**src/rtl/fetch_pkg.sv**
```systemverilog
// Shared types and constants for the instruction fetch unit and its prefetch queue.
package fetch_pkg;

    localparam int          FETCH_WORD_BYTES = 4;
    localparam logic [31:0] RESET_PC_DEFAULT = 32'h0000_0000;

    typedef struct packed {
        logic [31:0] pc;
        logic [31:0] instr;
    } fetch_entry_t;

endpackage

```
**src/rtl/fetch_fifo.sv**
```systemverilog
// Prefetch queue: synchronous push/pop/flush over QDEPTH entries (power of two).
module fetch_fifo
    import fetch_pkg::*;
#(
    parameter int QDEPTH = 2
) (
    input  logic         clk,
    input  logic         rst,
    input  logic         push,
    input  logic         pop,
    input  logic         flush,
    input  fetch_entry_t wdata,
    output fetch_entry_t rdata,
    output logic         full,
    output logic         empty
);

    localparam int AW = $clog2(QDEPTH);
    localparam logic [AW:0] DEPTH_C = (AW + 1)'(QDEPTH);

    fetch_entry_t  mem [QDEPTH];
    logic [AW-1:0] wr_ptr;
    logic [AW-1:0] rd_ptr;
    logic [AW:0]   count;
    logic          do_push;
    logic          do_pop;

    assign full    = (count == DEPTH_C);
    assign empty   = (count == '0);
    assign do_push = push && (!full || pop) && !flush;
    assign do_pop  = pop && !empty && !flush;
    // An empty queue presents zeros so the head never exposes stale storage.
    assign rdata   = empty ? '0 : mem[rd_ptr];

    always_ff @(posedge clk or posedge rst) begin
        if (rst) begin
            wr_ptr <= '0;
            rd_ptr <= '0;
            count  <= '0;
        end else if (flush) begin
            wr_ptr <= '0;
            rd_ptr <= '0;
            count  <= '0;
        end else begin
            if (do_push) wr_ptr <= wr_ptr + AW'(1);
            if (do_pop)  rd_ptr <= rd_ptr + AW'(1);
            if (do_push && !do_pop)      count <= count + (AW + 1)'(1);
            else if (!do_push && do_pop) count <= count - (AW + 1)'(1);
        end
    end

    always_ff @(posedge clk) begin
        if (do_push) mem[wr_ptr] <= wdata;
    end

endmodule

```
**src/rtl/fetch_unit.sv**
```systemverilog
// Instruction fetch: pc sequencing, redirect handling and decoder handshake over a prefetch queue.
// Optional handshake counter output perf_count is enabled by defining FETCH_PERF_EN.
module fetch_unit
    import fetch_pkg::*;
#(
    parameter logic [31:0] RESET_PC = RESET_PC_DEFAULT,
    parameter int          QDEPTH   = 2
) (
    input  logic        clk,
    input  logic        rst,
    output logic [31:0] imem_addr,
    input  logic [31:0] imem_instr,
    input  logic        redirect_valid,
    input  logic [31:0] redirect_pc,
    output logic        out_valid,
    output logic [31:0] out_instr,
    output logic [31:0] out_pc,
    input  logic        out_ready
`ifdef FETCH_PERF_EN
    ,
    output logic [31:0] perf_count
`endif
);

    localparam logic [31:0] PC_STEP  = FETCH_WORD_BYTES;
    localparam logic [31:0] PC_START = {RESET_PC[31:2], 2'b00};

    logic [31:0]  pc_p0;
    logic         q_full;
    logic         q_empty;
    logic         pop_req;
    logic         pop_en;
    logic         fetch_en;
    fetch_entry_t wr_entry;
    fetch_entry_t head;

    assign imem_addr = {pc_p0[31:2], 2'b00};
    assign out_valid = !q_empty;
    assign out_pc    = head.pc;
    assign out_instr = head.instr;

    // A redirect overrides both the fetch and the decoder pop in its cycle.
    assign pop_req  = out_valid && out_ready;
    assign pop_en   = pop_req && !redirect_valid;
    assign fetch_en = !redirect_valid && (!q_full || pop_req);
    assign wr_entry = '{pc: imem_addr, instr: imem_instr};

    always_ff @(posedge clk or posedge rst) begin
        if (rst)                 pc_p0 <= PC_START;
        else if (redirect_valid) pc_p0 <= {redirect_pc[31:2], 2'b00};
        else if (fetch_en)       pc_p0 <= pc_p0 + PC_STEP;
    end

    fetch_fifo #(.QDEPTH(QDEPTH)) u_fifo (
        .clk   (clk),
        .rst   (rst),
        .push  (fetch_en),
        .pop   (pop_en),
        .flush (redirect_valid),
        .wdata (wr_entry),
        .rdata (head),
        .full  (q_full),
        .empty (q_empty)
    );

`ifdef FETCH_PERF_EN
    always_ff @(posedge clk or posedge rst) begin
        if (rst)         perf_count <= '0;
        else if (pop_en) perf_count <= perf_count + 32'd1;
    end
`endif

endmodule

```
**config.mk**
```make
export PLATFORM = sky130hd
export DESIGN_NAME = fetch_unit
export DESIGN_NICKNAME = d
export VERILOG_FILES = /design/src/rtl/fetch_pkg.sv /design/src/rtl/fetch_fifo.sv /design/src/rtl/fetch_unit.sv
export SDC_FILE = /design/constraint.sdc
export NUM_CORES = 1
export LEC_CHECK = 0
export CAP_MARGIN = 20
export CORE_ASPECT_RATIO = 1.5
export CORE_MARGIN = 2
export CORE_UTILIZATION = 50
export CTS_BUF_LIST = sky130_fd_sc_hd__clkbuf_8
export CTS_CLUSTER_SIZE = 20
export DETAILED_ROUTE_END_ITERATION = 16
export GPL_ROUTABILITY_DRIVEN = 0
export GPL_TIMING_DRIVEN = 0
export PLACE_DENSITY = 0.91
export SYNTH_ARGS = -nofsm -noshare
export SYNTH_HDL_FRONTEND = slang
export SYNTH_SLANG_ARGS = --single-unit
```
**constraint.sdc**
```tcl
create_clock -name clk -period 7.3 [get_ports clk]
set_input_delay 0.73 -clock clk [delete_from_list [all_inputs] [get_ports clk]]
set_output_delay 0.73 -clock clk [all_outputs]
set_load 0.03 [all_outputs]
```
======== Yosys cells after proc, flatten, opt, wreduce, memory -nomap -nowiden ========
Memories as Yosys holds them, arrays and structs flattened.
Index checks and enable logic that the tools add are counted.
word-level totals
  output and inout bits ................... 97
  register bits ........................... 36
  memories kept ........................... 1
  bits of input ports ..................... 68
  word-level logic and storage cells ...... 44
  bits in writable memories ............... 124
cells by class
  reductions and logical operators ........ 21
  mux-type cells .......................... 12
  add/subtract/negate cells ............... 5
  equal/unequal tests ..................... 1
memories
  name        words  width  read ports  clocked after memory_dff  write ports  line              text
  u_fifo.mem  2      62     1           0                         1            fetch_fifo.sv:21  fetch_entry_t mem [QDEPTH];
operators with widths
  cell                                              number
  two-way mux 32 bit                                2
  two-way mux 64 bit                                1
  adder 32 x 3 -> 32 bit, second input constant     1
  logical AND 1 bit                                 9
  two-way mux 1 bit                                 6
  two-way mux 2 bit                                 3
  nonzero test 2 bit                                3
  zero test 1 bit                                   5
  nonzero test 3 bit                                1
  adder 1 bit, second input constant                2
  adder 2 x 1 -> 2 bit, second input constant       1
  == test 2 bit, second input constant              1
  zero test 2 bit                                   1
  logical OR 1 bit                                  2
  subtractor 2 x 1 -> 2 bit, second input constant  1

======== Depth between registers and ports, before layout ========
  depth in word-level cells ............... 12
  depth in mapped cells ................... 6
  mapped depth without buffers ............ 5

======== By module ========
Synthesis repeated with hierarchy kept, for this count alone.
unflattened totals
  cells, all modules ...................... 528
  area total of the unflattened synthesis .. 7074.3 µm²
modules (own cells, without submodules)
  module      area an instance (µm²)  instances  seq. area each (µm²)  cells an instance
  fetch_fifo  5049.8                  1          3943.8                300
  fetch_unit  2024.4                  1          750.7                 228

======== Worst setup path before layout ========
Ideal clock, no wire load.
  path type ............................... input -> register
  from .................................... input redirect_valid
  to ...................................... memory u_fifo.mem[0][0] in the netlist's numbering (enable)
  arrival ................................. 5397 ps
  required time ........................... 6742 ps
  library setup time ...................... 558 ps
  buffers on the path ..................... 2
  setup slack ............................. 1344 ps
  cell stages on the path ................. 3
  path through ............................ clkbuf_1 clkbuf_1 nor3_1
between the ends
  longest elaborated chain between the ends .. 7
  elaborated cells between the ends (all ways) .. 8
  those cells by class .................... mux (2); reduce/logical (6)
ends and longest elaborated chain
  element                                    line                                                  text
  from (decl)                                fetch_unit.sv:13                                      input logic redirect_valid,
  zero test 1 bit *                          fetch_fifo.sv:30, fetch_unit.sv:44, fetch_unit.sv:45
  logical AND 1 bit                          fetch_unit.sv:44                                      assign pop_en = pop_req && !redirect_valid;
  logical OR 1 bit                           fetch_fifo.sv:30                                      assign do_push = push && (!full || pop) && !flush;
  logical AND 1 bit                          fetch_fifo.sv:30
  logical AND 1 bit *                        fetch_fifo.sv:30
  two-way mux 1 bit *                        fetch_fifo.sv:53                                      if (do_push) mem[wr_ptr] <= wdata;
  two-way mux 1 bit (not written as such) *  fetch_fifo.sv:53
  to (decl)                                  fetch_fifo.sv:21
Every way passes the cells marked *; elsewhere a longest branch is shown, timed or not.

======== Final worst setup path ========
  from .................................... register u_fifo.rd_ptr
  to ...................................... output out_instr[9]
between the ends
  longest elaborated chain between the ends .. 2
ends and longest elaborated chain
  element                 line              text
  from (decl)             fetch_fifo.sv:23  logic [AW-1:0] rd_ptr;
  from (signal assigned)  fetch_fifo.sv:46  if (do_pop) rd_ptr <= rd_ptr + AW'(1);
  memory (2 x 62 bit)     n/a
  two-way mux 64 bit      fetch_fifo.sv:33  assign rdata = empty ? '0 : mem[rd_ptr];
  to (decl)               fetch_unit.sv:16  output logic [31:0] out_instr,
Every way passes these cells.

==> flow_metrics.env <==
export IMPL_grt_ovfl_total=0
export IMPL_synthSimpleGateAreaFrac_pct=13.27
export IMPL_async_flop_share_pct=21.52
export IMPL_syn_area_per_cell_um2=13.33
export IMPL_hold_viol=0
export IMPL_cts_resized=0
export IMPL_ctsLongestPathBuffers=2
export IMPL_fp_row_count=51
export IMPL_fin_crit_sh_pct=49.64
export IMPL_reg2reg_from="pc_p0[3]"
export IMPL_cp_max_fo=10
export IMPL_track_usage_pct=23.30
export IMPL_p_per_area_mw_per_mm2=259.5
export IMPL_avgViaCountPerCell=5.756
export IMPL_syn_to_final_growth_pct=35.09
export IMPL_synth_compound_area_share_pct=4.450
export IMPL_start_kind="register"
export IMPL_grt_pass1_wl_um=25760
export IMPL_cp_end_kind="output port"
export IMPL_placed_area_mm2=0.008581
export IMPL_ys_seq_area_share_pct=68.64
export IMPL_r2r_slack_ns=4.52
export IMPL_wire_per_inst_um=19.38
export IMPL_dpl_hpwl_um=11860
export IMPL_tightest_slew_ns=1.159
export IMPL_clk_latency_ns=0.43
export IMPL_root_buffer="clkbuf_8"
export IMPL_die_h_um=145.4
export IMPL_drive_gt1_share_pct=6.990
export IMPL_grt_pass1_vias=4915
export IMPL_relSlewSlack_pct=22.04
export IMPL_slew_violations=0
export IMPL_core_area_mm2=0.01302
export IMPL_portBuffers=158
export IMPL_initial_core_util_pct=51.19
export IMPL_drt_iter0_markers=297
export IMPL_first_pass_iters=6
export IMPL_worstHoldEndpoint="u_fifo.count[0]"
export IMPL_finalWorstSetupSlack_ns=3.676
export IMPL_cts_hold_buf=0
export IMPL_fin_util_pct=69.16
export IMPL_cts_clk_slew_worst_paths_ns=0.08
export IMPL_final_nets=757
export IMPL_setup_violations=0
export IMPL_netlist_area_mm2=0.006664
export IMPL_remaining_drc_errors=0
export IMPL_ys_ff_latch=158
export IMPL_maxCapViolCount=0
export IMPL_synth_top_family_by_area="simple AND/OR/NAND/NOR gates"
export IMPL_setup_tns_ns=0
export IMPL_synth_adder_area_share_pct=0.1878
export IMPL_synth_flop_cell="edfxtp_1"
export IMPL_required_ns=6.57
export IMPL_cts_made_buffers=17
export IMPL_whs_path_depth=2
export IMPL_synth_edff_count=124
export IMPL_num_antenna_cells=0
export IMPL_grt_start_max_net_pins=36
export IMPL_final_area_mm2=0.009002
export IMPL_worstSetupPathType="register to output port"
export IMPL_syn_inst=500
export IMPL_ant_nets=0
export IMPL_vias=4950
export IMPL_cts_setup_buffers=0
export IMPL_cts_tree="done"
export IMPL_antenna_found_initial=0
export IMPL_vdd_drop_max_v=0.0001150
export IMPL_p_leak_nw=3.164
export IMPL_fin_crit_ns=3.624
export IMPL_worst_ep_arrival_time_ns=2.89
export IMPL_clock_skew_ns=0.01502
export IMPL_rsz0062_at_grt="no"
export IMPL_fmax_ghz=0.2760
export IMPL_die_area_mm2=0.01429
export IMPL_yosys_warnings=0
export IMPL_hold_class="register to register"
export IMPL_r2r_cells=6
export IMPL_htreeDepth=4
export IMPL_ys_types=39
export IMPL_min_from="u_fifo.count[0]"
export IMPL_pre_cts_ws_ns=3.803
export IMPL_drt_wl_total_um=16670
export IMPL_synth_area_mux_share_pct=9.463
export IMPL_status="completed"
export IMPL_io_pins=165
export IMPL_die_w_um=98.26
export IMPL_mostFrequentLayoutCell="clkdlybuf4s50_1"
export IMPL_cts_sinks=158
export IMPL_final_cell_mix="clkdlybuf4s50_1, edfxtp_1, nor2_1"
export IMPL_synthXorXnorAreaFrac_pct=1.446
export IMPL_rr_endpoint="pc_p0[26]"
-- Yosys cell counts, types with 2 or more instances --
master / n / area, um2
edfxtp_1: 124 / 3724
nor2_1: 82 / 307.8
mux2i_1: 63 / 630.6
dfrtp_1: 34 / 850.8
nand2_1: 30 / 112.6
clkbuf_1: 20 / 75.07
nand3_1: 16 / 80.08
or4_1: 16 / 120.1
nand4_1: 15 / 93.84
a31oi_1: 13 / 81.33
o21ai_0: 11 / 55.05
o211ai_1: 8 / 60.06
o31ai_1: 8 / 60.06
inv_1: 7 / 26.28
xnor2_1: 6 / 52.55
buf_1: 5 / 18.77
xor2_1: 5 / 43.79
and3_1: 4 / 25.02
buf_4: 4 / 30.03
nor4_1: 4 / 25.02
or3_1: 4 / 25.02
a31o_2: 2 / 17.52
nand4b_1: 2 / 17.52
nor3_1: 2 / 10.01
-- power breakdown --
group          leakage, nW  total (W)  switching (W)  internal [W]
clock network        0.233   0.000680       0.000302      0.000377
logic                 1.37   0.000547       0.000322      0.000224
registers             1.56    0.00111      0.0000563       0.00105
total                 3.16    0.00234       0.000681       0.00166
-- critical path, cell delays in order (launching register included) --
cell and delay [ns]:
dfrtp_1 0.33, clkbuf_1 0.46, clkbuf_1 0.61, mux2i_1 0.16
nor2_1 0.20, clkdlybuf4s50_1 0.71
-- through the flow --
stage / power, W / hold slack [ns] / instances
6_report: 0.002336 / 0.5928 / 860
5_1_grt: 0.002423 / 0.6001 / 860
4_1_cts: 0.002348 / 0.5843 / 860
3_5_place_dp: 0.001673 / 0.5612 / 828
3_3_place_gp: 0.001649 / 0.5378 / 820
2_1_floorplan: 0.001426 / 0.5246 / 503
-- area by class of cell --
type	instances	area, um2
Sequential cell	158	4574
Fill cell	917	4015
Multi-Input combinational cell	307	1942
Timing Repair Buffer	166	1700
Clock buffer	18	247.7
Tap cell	159	198.9
Clock inverter	14	173.9
Buffer	30	135.1
Inverter	8	30.03
-- cell families after synthesis --
kind of cell	after synthesis
XOR/XNOR	11
AO/OA/AOI/OAI	45
multiplexers	63
flip-flops	158
other	1
AND/OR/NAND/NOR	183
buffers and inverters	38
adder cells (fa/ha/maj)	1
-- registers in the layout, summed over array words and instances (netlist names) --
signal         count
u_fifo.count       2
u_fifo.wr_ptr      1
pc_p0             30
u_fifo.mem       124
u_fifo.rd_ptr      1
-- metal layers --
layer	vias up	track usage [%]	wire length, um
met5	-	0	0
met4	0	11.92	733
met3	79	3.987	1154
met2	308	41.44	8975
met1	2321	26.77	5806
li1	2242	-	-
-- worst max-delay path by stage --
stage / from / end / slack (ns) / cells past startpoint
finish: u_fifo.rd_ptr / out_instr[9] / 3.68 / 5
global route: u_fifo.rd_ptr / out_pc[3] / 3.43 / 5
CTS: u_fifo.rd_ptr / out_pc[3] / 3.58 / 5
detailed placement: out_ready / u_fifo.mem[1][4] / 3.80 / 6
global placement: redirect_valid / u_fifo.mem[0][23] / -1.31 / 4
floorplan: redirect_valid / u_fifo.mem[0][0] / 1.34 / 3
No activity file was read; power rests on OpenSTA's default activity.
